<file path="src/rtl/riscv_pipe_pkg.sv">
// Shared widths, ALU select encodings and packed decode-control layout for the
// ID/EX operand stage.
package riscv_pipe_pkg;

  localparam int XLEN   = 32;
  localparam int RA_W   = 5;
  localparam int CTRL_W = 10;

  localparam logic [3:0] ALU_AND  = 4'b0000;
  localparam logic [3:0] ALU_OR   = 4'b0001;
  localparam logic [3:0] ALU_ADD  = 4'b0010;
  localparam logic [3:0] ALU_XOR  = 4'b0100;
  localparam logic [3:0] ALU_SUB  = 4'b0110;
  localparam logic [3:0] ALU_SLL  = 4'b0111;
  localparam logic [3:0] ALU_SRL  = 4'b1000;
  localparam logic [3:0] ALU_SRA  = 4'b1001;
  localparam logic [3:0] ALU_SLT  = 4'b1010;
  localparam logic [3:0] ALU_SLTU = 4'b1011;

  // MSB first: mem_to_reg is bit 9, alu_sel occupies bits 3:0.
  typedef struct packed {
    logic       mem_to_reg;
    logic       mem_write;
    logic       mem_read;
    logic       reg_write;
    logic       a_pc;
    logic       alu_src;
    logic [3:0] alu_sel;
  } ctrl_t;

endpackage

</file>
<file path="src/rtl/fwd_select.sv">
// Operand bypass mux: EX/MEM beats MEM/WB beats the register-file value;
// x0 is never bypassed.
module fwd_select
  import riscv_pipe_pkg::*;
(
  input  logic [RA_W-1:0] rs_addr_i,
  input  logic [XLEN-1:0] rs_data_i,
  input  logic            exmem_reg_write_i,
  input  logic [RA_W-1:0] exmem_rd_i,
  input  logic [XLEN-1:0] exmem_result_i,
  input  logic            memwb_reg_write_i,
  input  logic [RA_W-1:0] memwb_rd_i,
  input  logic [XLEN-1:0] memwb_data_i,
  output logic [XLEN-1:0] fwd_data_o
);

  logic hit_exmem;
  logic hit_memwb;

  assign hit_exmem = exmem_reg_write_i && (exmem_rd_i != '0) && (exmem_rd_i == rs_addr_i);
  assign hit_memwb = memwb_reg_write_i && (memwb_rd_i != '0) && (memwb_rd_i == rs_addr_i);

  always_comb begin
    fwd_data_o = rs_data_i;
    if (hit_exmem)      fwd_data_o = exmem_result_i;
    else if (hit_memwb) fwd_data_o = memwb_data_i;
  end

endmodule

</file>
<file path="src/rtl/id_ex_operand_stage.sv">
// ID/EX pipeline register with load-use bubble insertion and EX operand
// forwarding/selection feeding the ALU and the store-data path.
module id_ex_operand_stage
  import riscv_pipe_pkg::*;
(
  input  logic              clk,
  input  logic              rst_n,
  input  logic              id_valid,
  input  logic [XLEN-1:0]   id_pc,
  input  logic [XLEN-1:0]   id_rs1_data,
  input  logic [XLEN-1:0]   id_rs2_data,
  input  logic [XLEN-1:0]   id_imm,
  input  logic [RA_W-1:0]   id_rs1,
  input  logic [RA_W-1:0]   id_rs2,
  input  logic [RA_W-1:0]   id_rd,
  input  logic [1:0]        id_uses_rs,
  input  logic [CTRL_W-1:0] id_ctrl,
  input  logic              flush_i,
  input  logic              hold_i,
  input  logic              exmem_reg_write,
  input  logic [RA_W-1:0]   exmem_rd,
  input  logic [XLEN-1:0]   exmem_result,
  input  logic              memwb_reg_write,
  input  logic [RA_W-1:0]   memwb_rd,
  input  logic [XLEN-1:0]   memwb_data,
  output logic              stall_o,
  output logic              ex_valid,
  output logic [CTRL_W-1:0] ex_ctrl,
  output logic [RA_W-1:0]   ex_rd,
  output logic [XLEN-1:0]   ex_pc,
  output logic [XLEN-1:0]   alu_a,
  output logic [XLEN-1:0]   alu_b,
  output logic [3:0]        alu_sel,
  output logic [XLEN-1:0]   store_data
);

  logic            valid_q,    valid_d;
  ctrl_t           ctrl_q,     ctrl_d;
  logic [RA_W-1:0] rd_q,       rd_d;
  logic [RA_W-1:0] rs1_q,      rs1_d;
  logic [RA_W-1:0] rs2_q,      rs2_d;
  logic [XLEN-1:0] pc_q,       pc_d;
  logic [XLEN-1:0] rs1_data_q, rs1_data_d;
  logic [XLEN-1:0] rs2_data_q, rs2_data_d;
  logic [XLEN-1:0] imm_q,      imm_d;

  logic            load_use;
  logic [XLEN-1:0] fwd_rs1;
  logic [XLEN-1:0] fwd_rs2;

  assign load_use = valid_q && ctrl_q.mem_read && (rd_q != '0) && id_valid &&
                    ((id_uses_rs[0] && (id_rs1 == rd_q)) ||
                     (id_uses_rs[1] && (id_rs2 == rd_q)));

  assign stall_o = (load_use || hold_i) && !flush_i;

  always_comb begin
    valid_d    = valid_q;
    ctrl_d     = ctrl_q;
    rd_d       = rd_q;
    rs1_d      = rs1_q;
    rs2_d      = rs2_q;
    pc_d       = pc_q;
    rs1_data_d = rs1_data_q;
    rs2_data_d = rs2_data_q;
    imm_d      = imm_q;
    // Flush and bubble only clear valid/ctrl; the data fields are don't-care.
    if (flush_i || (!hold_i && load_use)) begin
      valid_d = 1'b0;
      ctrl_d  = '0;
    end else if (!hold_i) begin
      valid_d    = id_valid;
      ctrl_d     = id_valid ? ctrl_t'(id_ctrl) : '0;
      rd_d       = id_rd;
      rs1_d      = id_rs1;
      rs2_d      = id_rs2;
      pc_d       = id_pc;
      rs1_data_d = id_rs1_data;
      rs2_data_d = id_rs2_data;
      imm_d      = id_imm;
    end
  end

  always_ff @(posedge clk or negedge rst_n) begin
    if (!rst_n) begin
      valid_q    <= 1'b0;
      ctrl_q     <= '0;
      rd_q       <= '0;
      rs1_q      <= '0;
      rs2_q      <= '0;
      pc_q       <= '0;
      rs1_data_q <= '0;
      rs2_data_q <= '0;
      imm_q      <= '0;
    end else begin
      valid_q    <= valid_d;
      ctrl_q     <= ctrl_d;
      rd_q       <= rd_d;
      rs1_q      <= rs1_d;
      rs2_q      <= rs2_d;
      pc_q       <= pc_d;
      rs1_data_q <= rs1_data_d;
      rs2_data_q <= rs2_data_d;
      imm_q      <= imm_d;
    end
  end

  fwd_select u_fwd_rs1 (
    .rs_addr_i         (rs1_q),
    .rs_data_i         (rs1_data_q),
    .exmem_reg_write_i (exmem_reg_write),
    .exmem_rd_i        (exmem_rd),
    .exmem_result_i    (exmem_result),
    .memwb_reg_write_i (memwb_reg_write),
    .memwb_rd_i        (memwb_rd),
    .memwb_data_i      (memwb_data),
    .fwd_data_o        (fwd_rs1)
  );

  fwd_select u_fwd_rs2 (
    .rs_addr_i         (rs2_q),
    .rs_data_i         (rs2_data_q),
    .exmem_reg_write_i (exmem_reg_write),
    .exmem_rd_i        (exmem_rd),
    .exmem_result_i    (exmem_result),
    .memwb_reg_write_i (memwb_reg_write),
    .memwb_rd_i        (memwb_rd),
    .memwb_data_i      (memwb_data),
    .fwd_data_o        (fwd_rs2)
  );

  assign ex_valid   = valid_q;
  assign ex_ctrl    = ctrl_q;
  assign ex_rd      = rd_q;
  assign ex_pc      = pc_q;
  assign alu_sel    = ctrl_q.alu_sel;
  assign alu_a      = ctrl_q.a_pc    ? pc_q  : fwd_rs1;
  assign alu_b      = ctrl_q.alu_src ? imm_q : fwd_rs2;
  assign store_data = fwd_rs2;

endmodule

</file>
<file path="config.mk">
export PLATFORM = sky130hd
export DESIGN_NAME = id_ex_operand_stage
export DESIGN_NICKNAME = d
export VERILOG_FILES = /design/src/rtl/riscv_pipe_pkg.sv /design/src/rtl/fwd_select.sv /design/src/rtl/id_ex_operand_stage.sv
export SDC_FILE = /design/constraint.sdc
export NUM_CORES = 1
export LEC_CHECK = 0
export CORE_AREA = 8 8 152 154
export DETAILED_ROUTE_END_ITERATION = 16
export DIE_AREA = 0 0 160 162
export PLACE_DENSITY_LB_ADDON = 0.15
export SETUP_SLACK_MARGIN = 0.2
export SLEW_MARGIN = 5
export SYNTH_ARGS = -nofsm -noshare
export SYNTH_HDL_FRONTEND = slang
export SYNTH_SLANG_ARGS = --single-unit
</file>
<file path="constraint.sdc">
create_clock -name clk -period 3.3 [get_ports clk]
set_input_delay 0.495 -clock clk [delete_from_list [all_inputs] [get_ports clk]]
set_output_delay 0.495 -clock clk [all_outputs]
set_load 0.01 [all_outputs]
</file>
* After elaboration in Yosys (flattened, before gate mapping) *
Cells that the tools add are included.

storage, ports and cells
  input port bits = 236
  output and inout bits = 149
  register bits = 154
  word-level logic and storage cells = 58

operators by class
  bitwise logic cells = 2
  mux-type cells = 11
  reduce and logical (&&, ||, !) cells = 23
  eq/ne operators = 7

operators by type and width
  operator                                                                  number
  32-bit 2-to-1 mux                                                         6
  5-bit equality test                                                       6
  10-bit 2-to-1 mux                                                         3
  5-bit nonzero test                                                        3
  1-bit logical AND                                                         14
  1-bit logical OR                                                          3
  1-bit logical NOT                                                         2
  1-bit 2-to-1 mux                                                          2
  2-bit by 1-bit inequality test with 1-bit output (second input constant)  1
  1-bit NOT                                                                 2
  2-bit AND reduction                                                       1

* Logic depth before layout (Yosys ltp) *
  word-level depth = 8
  mapped depth = 8
  mapped depth without buffers = 5

* Modules after synthesis *
A second synthesis with hierarchy kept.

unflattened totals
  cell total of the unflattened synthesis = 797
  area total of the unflattened synthesis = 8981.1 um^2

by module, submodules not included
  module               cells an instance  seq. area each (um^2)  instances  area each (um^2)
  id_ex_operand_stage  427                3853.7                 1          6646.4
  fwd_select           185                0.0                    2          1167.4

* Least setup slack after synthesis *
Ideal clock, no wire load.

  path type = input-to-output
  from = input port exmem_rd[1]
  to = output port alu_b[10]
  slack = 615 ps
  buffers on the path = 1
  arrival time = 2190 ps
  stages = 6
  required time = 2805 ps
  cells stage by stage = or4_4 -> o211ai_4 -> clkbuf_1 -> nor3_1 -> a31oi_1 -> mux2_2

on the way
  longest elaborated chain between the ends = 5
  elaborated cells between the ends (all ways) = 6
  classes of those cells = 1 x eq/ne; 2 x mux; 3 x reduce/logical

RTL lines
  item                 line                        text
  start, declared      id_ex_operand_stage.sv:21   input logic [RA_W-1:0] exmem_rd,
  5-bit nonzero test   fwd_select.sv:20            assign hit_exmem = exmem_reg_write_i && (exmem_rd_i != '0) && (exmem_rd_i == rs_addr_i);
  1-bit logical AND    fwd_select.sv:20
  1-bit logical AND *  fwd_select.sv:20
  32-bit 2-to-1 mux *  fwd_select.sv:25            if (hit_exmem) fwd_data_o = exmem_result_i;
  net store_data[10]   id_ex_operand_stage.sv:34   output logic [XLEN-1:0] store_data
  32-bit 2-to-1 mux *  id_ex_operand_stage.sv:138  assign alu_b = ctrl_q.alu_src ? imm_q : fwd_rs2;
  end, declared        id_ex_operand_stage.sv:32   output logic [XLEN-1:0] alu_b,

Mark *: on every way through the listed nets, which the timed path passes. The rest lies on a longest branch.

* Worst setup path after layout *
  from = register rs2_q[1]
  to = output port alu_b[13]

on the way
  longest elaborated chain between the ends = 5
  elaborated cells between the ends (all ways) = 7
  classes of those cells = 2 x eq/ne; 3 x mux; 2 x reduce/logical

RTL lines
  item                    line                        text
  start, declared         id_ex_operand_stage.sv:41   logic [RA_W-1:0] rs2_q, rs2_d;
  start signal, assigned  id_ex_operand_stage.sv:100  rs2_q <= rs2_d;
  5-bit equality test     fwd_select.sv:21            assign hit_memwb = memwb_reg_write_i && (memwb_rd_i != '0) && (memwb_rd_i == rs_addr_i);
  1-bit logical AND       fwd_select.sv:21
  32-bit 2-to-1 mux       fwd_select.sv:26            else if (hit_memwb) fwd_data_o = memwb_data_i;
  32-bit 2-to-1 mux *     fwd_select.sv:25
  32-bit 2-to-1 mux *     id_ex_operand_stage.sv:138

Mark *: on every way between the ends. The rest lies on a longest branch, timed or not.

==> summary.txt <==
Run status
  – Status: complete, but fails checks
  – Violated checks: setup timing

Finish
  – Most frequent cells in the layout: clkdlybuf4s50_1 (276), dfrtp_1 (151), mux2_2 (148)
  – Layout cells sized above 1: 0.418
  – Most common cell after layout, fill and taps aside: clkdlybuf4s50_1
  – Design Area, Final: 15500 um2
  – Nets@finish: between 1000 and 1500
  – Layout Area Growth over Synthesis: 76.4%
  – FILL cells: 1451
  – Post-Layout Cell Count: between 1500 and 2000

Drt
  – DRT Wirelength: ~37 mm
  – First-pass DRT Iterations: 4
  – Remaining DRCs: 0
  – Via count: around 8700
  – Number of routed nets with antenna violations: 0
  – Iter 0 DRT Violations: 542
  – Via density per instance: 5.60
  – Routed len/inst: between 20 and 25 um

Global route
  – Total gr overflow: 0
  – Total track usage: 0.277
  – Initial antenna violation count: 8
  – Largest net degree at the start of global routing: 68
  – Global-route wire length before repair: roughly 56 mm
  – Vias in the first global route: ~9400

Synthesis
  – Dominant cells by area after synthesis: dfrtp_1 (44%), mux2_2 (20%), mux2i_1 (3.7%)
  – #FFs+latches synth: 154
  – Multiplexer share of the synthesized area: 0.254
  – Compound-Gate Fraction of Synth Area: 0.110
  – YS warnings: 0
  – Sequential fraction of the synthesis area: 0.439
  – Synth Area in Adders: 0
  – Yosys top cell by area: dfrtp_1
  – Largest family of logic cells by synthesized area: multiplexers
  – Post-Synth Simple-Gate Area: 0.116
  – Synth cell types: 40
  – Synthesized instance count: about 800
  – Top cell type's share of synthesized area: 0.439
  – Post-Syn Area: between 8000 and 9000 um2
  – XOR/XNOR Fraction of Synth Area: 0.0300
  – Mean Syn Cell Area: around 11 um2
  – Syn Nets: approximately 1000

Critical path
  – Worst-path maximum fanout: 7
  – Critical path startpoint category: flop
  – Crit-path cells: xor2_2 -> or4b_4 -> buf_4 -> buf_12 -> buf_6 -> o31ai_4 -> a31oi_2 -> mux2_4 -> buf_6
  – WP data required: 2.80 ns
  – Slowest CP cell: or4b_4
  – Crit Path Category: flop to output port
  – Crit path arrival time: between 2 and 3 ns
  – Reg2reg path depth: 7
  – CP Capture Type: output port
  – CP top delay family: simple AND/OR/NAND/NOR gates
  – R2r endpoint: rs2_data_q[16]
  – RR Startpoint: ex_rd[4]
  – Crit path buf inv count: 4
  – Most used cell, CP: buf_6
  – Delay of the slowest cell on the worst path: 0.60 ns
  – R2R setup slack: 1.06 ns

Clocking
  – Clk sinks: roughly 150
  – TritonCTS buffer count: 17
  – Hold buffers post-CTS: 0
  – CTS tree: yes
  – # H-tree levels: 4
  – Longest Clk Path Bufs: 2
  – Clock slew at reported path FFs: roughly 0.070 ns
  – Clk Latency, worst-skew pair: about 0.42 ns
  – Clock root buffer master: clkbuf_16

Run
  – Number of max-cap violations: 0

Timing
  – Worst Skew: around 0.011 ns
  – Achievable clock frequency: around 300 MHz
  – Rel. slew slack: 0.557
  – Setup ws final: -0.00227 ns
  – RSZ-0062 raised after global routing: yes
  – Tcrit/Tclk final: 1.00
  – Least-Margin Pin Slew: 0.665 ns
  – Hold Vio Cnt, Final: 0
  – Min Hold Slack: about 0.014 ns
  – Final setup viols: 1
  – Final Critical Period: around 3.3 ns
  – Fin. max-slew vios: 0

Place
  – # placed instances: ~1500
  – Hpwl dp: about 27 mm
  – GP Congestion: about 0.8
  – IO buf count: approximately 380
  – Placement Cell Area: about 14000 um2

Pwr
  – Max VDD drop: 0.000333 V
  – P_leak: 6.13 nW
  – Pwr per Cell Area: around 460 nW/um2
  – Pwr Total: around 0.007 W

Floorplan
  – Row cnt: 53
  – I/O Pins: 385
  – Die Wd: between 150 and 200 um
  – Die Span Y: between 150 and 200 um
  – DIE AREA: about 26000 um2
  – Initial Util: 0.424
  – Core Area: around 21000 um2

Worst hold path
  – Worst Hold Class: input port to async pin
## Yosys cell counts
cell / instances
mux2_2: 158
dfrtp_1: 154
nor3_1: 52
o31ai_1: 41
nand2_1: 37
clkbuf_1: 36
buf_2: 32
mux2i_1: 32
nand3_1: 27
a31oi_1: 26
nor4_1: 26
inv_1: 24
a221oi_1: 22
xnor2_1: 20
nor2_1: 17
a21oi_1: 11
mux2_1: 11
a22o_1: 10
xor2_1: 10
nand2b_1: 9
a211oi_2: 7
buf_4: 7
nor4b_2: 6
nand4_1: 4
nor2b_1: 2
a2111oi_2: 1
a21o_1: 1
a221oi_2: 1
and2_1: 1
buf_1: 1
nor4_4: 1
o2111ai_1: 1
o211ai_4: 1
o22ai_1: 1
or2_1: 1
or2_2: 1
or3_1: 1
or4_1: 1
or4_4: 1
or4b_1: 1
## area by class of cell
cell class | count | area, um2 | share of cell area
tap | 275 | 344 | 0.0222
clock inverter | 12 | 138 | 0.00890
multi-input combinational | 542 | 5500 | 0.355
inverter | 24 | 90.1 | 0.00582
timing repair buffer | 517 | 5070 | 0.328
clock buffer | 20 | 457 | 0.0295
antenna | 6 | 15.0 | 0.000970
sequential | 154 | 3860 | 0.249
## logic make-up after synthesis
logic type,Yosys count
buf+inv,100
compound gates,123
xor+xnor,30
simple gates,188
mux,201
flops,154
## power by group
part           total (W)  internal [W]  switching, W
registers        0.00238       0.00215      0.000225
logic            0.00267       0.00149       0.00118
clock network    0.00200       0.00116      0.000832
total            0.00704       0.00480       0.00224
## per-stage QoR
| step | setup slack [ns] | util | setup TNS [ns] |
|---|---|---|---|
| after floorplan | 0.615 | - | 0 |
| after global placement | -0.651 | 0.655 | -42.79 |
| after detailed placement | -0.689 | 0.655 | -46.17 |
| after CTS | -0.0309 | 0.729 | -0.0916 |
| after global routing | -0.121 | 0.748 | -0.726 |
| final | -0.00227 | 0.748 | -0.00227 |
## worst max-delay path by stage
| stage | to | from | cells after the start | slack (ns) |
|---|---|---|---|---|
| after detailed placement | alu_b[3] | memwb_rd[4] | 7 | -0.69 |
| after global placement | alu_b[9] | memwb_rd[4] | 7 | -0.65 |
| after floorplan | alu_b[10] | exmem_rd[1] | 6 | 0.61 |
| after global routing | alu_b[24] | rs2_q[1] | 10 | -0.12 |
| after CTS | alu_b[24] | rs2_q[4] | 10 | -0.03 |
| final | alu_b[13] | rs2_q[1] | 9 | -0.002 |
## sequential cells by signal, indices dropped and copies added (netlist names)
name and flops:
alu_sel 4, ex_ctrl 6, ex_pc 32, ex_rd 5
ex_valid 1, imm_q 32, rs1_data_q 32, rs1_q 5
rs2_data_q 32, rs2_q 5
## layer usage
layer | track usage | part of all wire | vias up
met3 | 0.0843 | 0.074 | 79
met1 | 0.328 | 0.40 | 4333
met4 | 0.111 | 0.034 | 4
met5 | 0 | 0.00062 | -
li1 | - | - | 3900
met2 | 0.462 | 0.49 | 369
## repair_timing
item | CTS | global route
setup buffers | 35 | 8
pin swaps | 43 | 29
resized for setup | 487 | 86
gates cloned | 4 | 1
endpoints found under the setup margin | 96 | 93
## worst reg2reg max path, cell delays in order, from the launching register on
cell and delay, ns:
dfrtp_1 0.47, xnor2_1 0.18, nand4_1 0.12, o22ai_2 0.15
a211oi_4 0.20, buf_4 0.20, buf_12 0.34, mux2_2 0.45
Note: power is estimated with default switching activity, not from simulation.
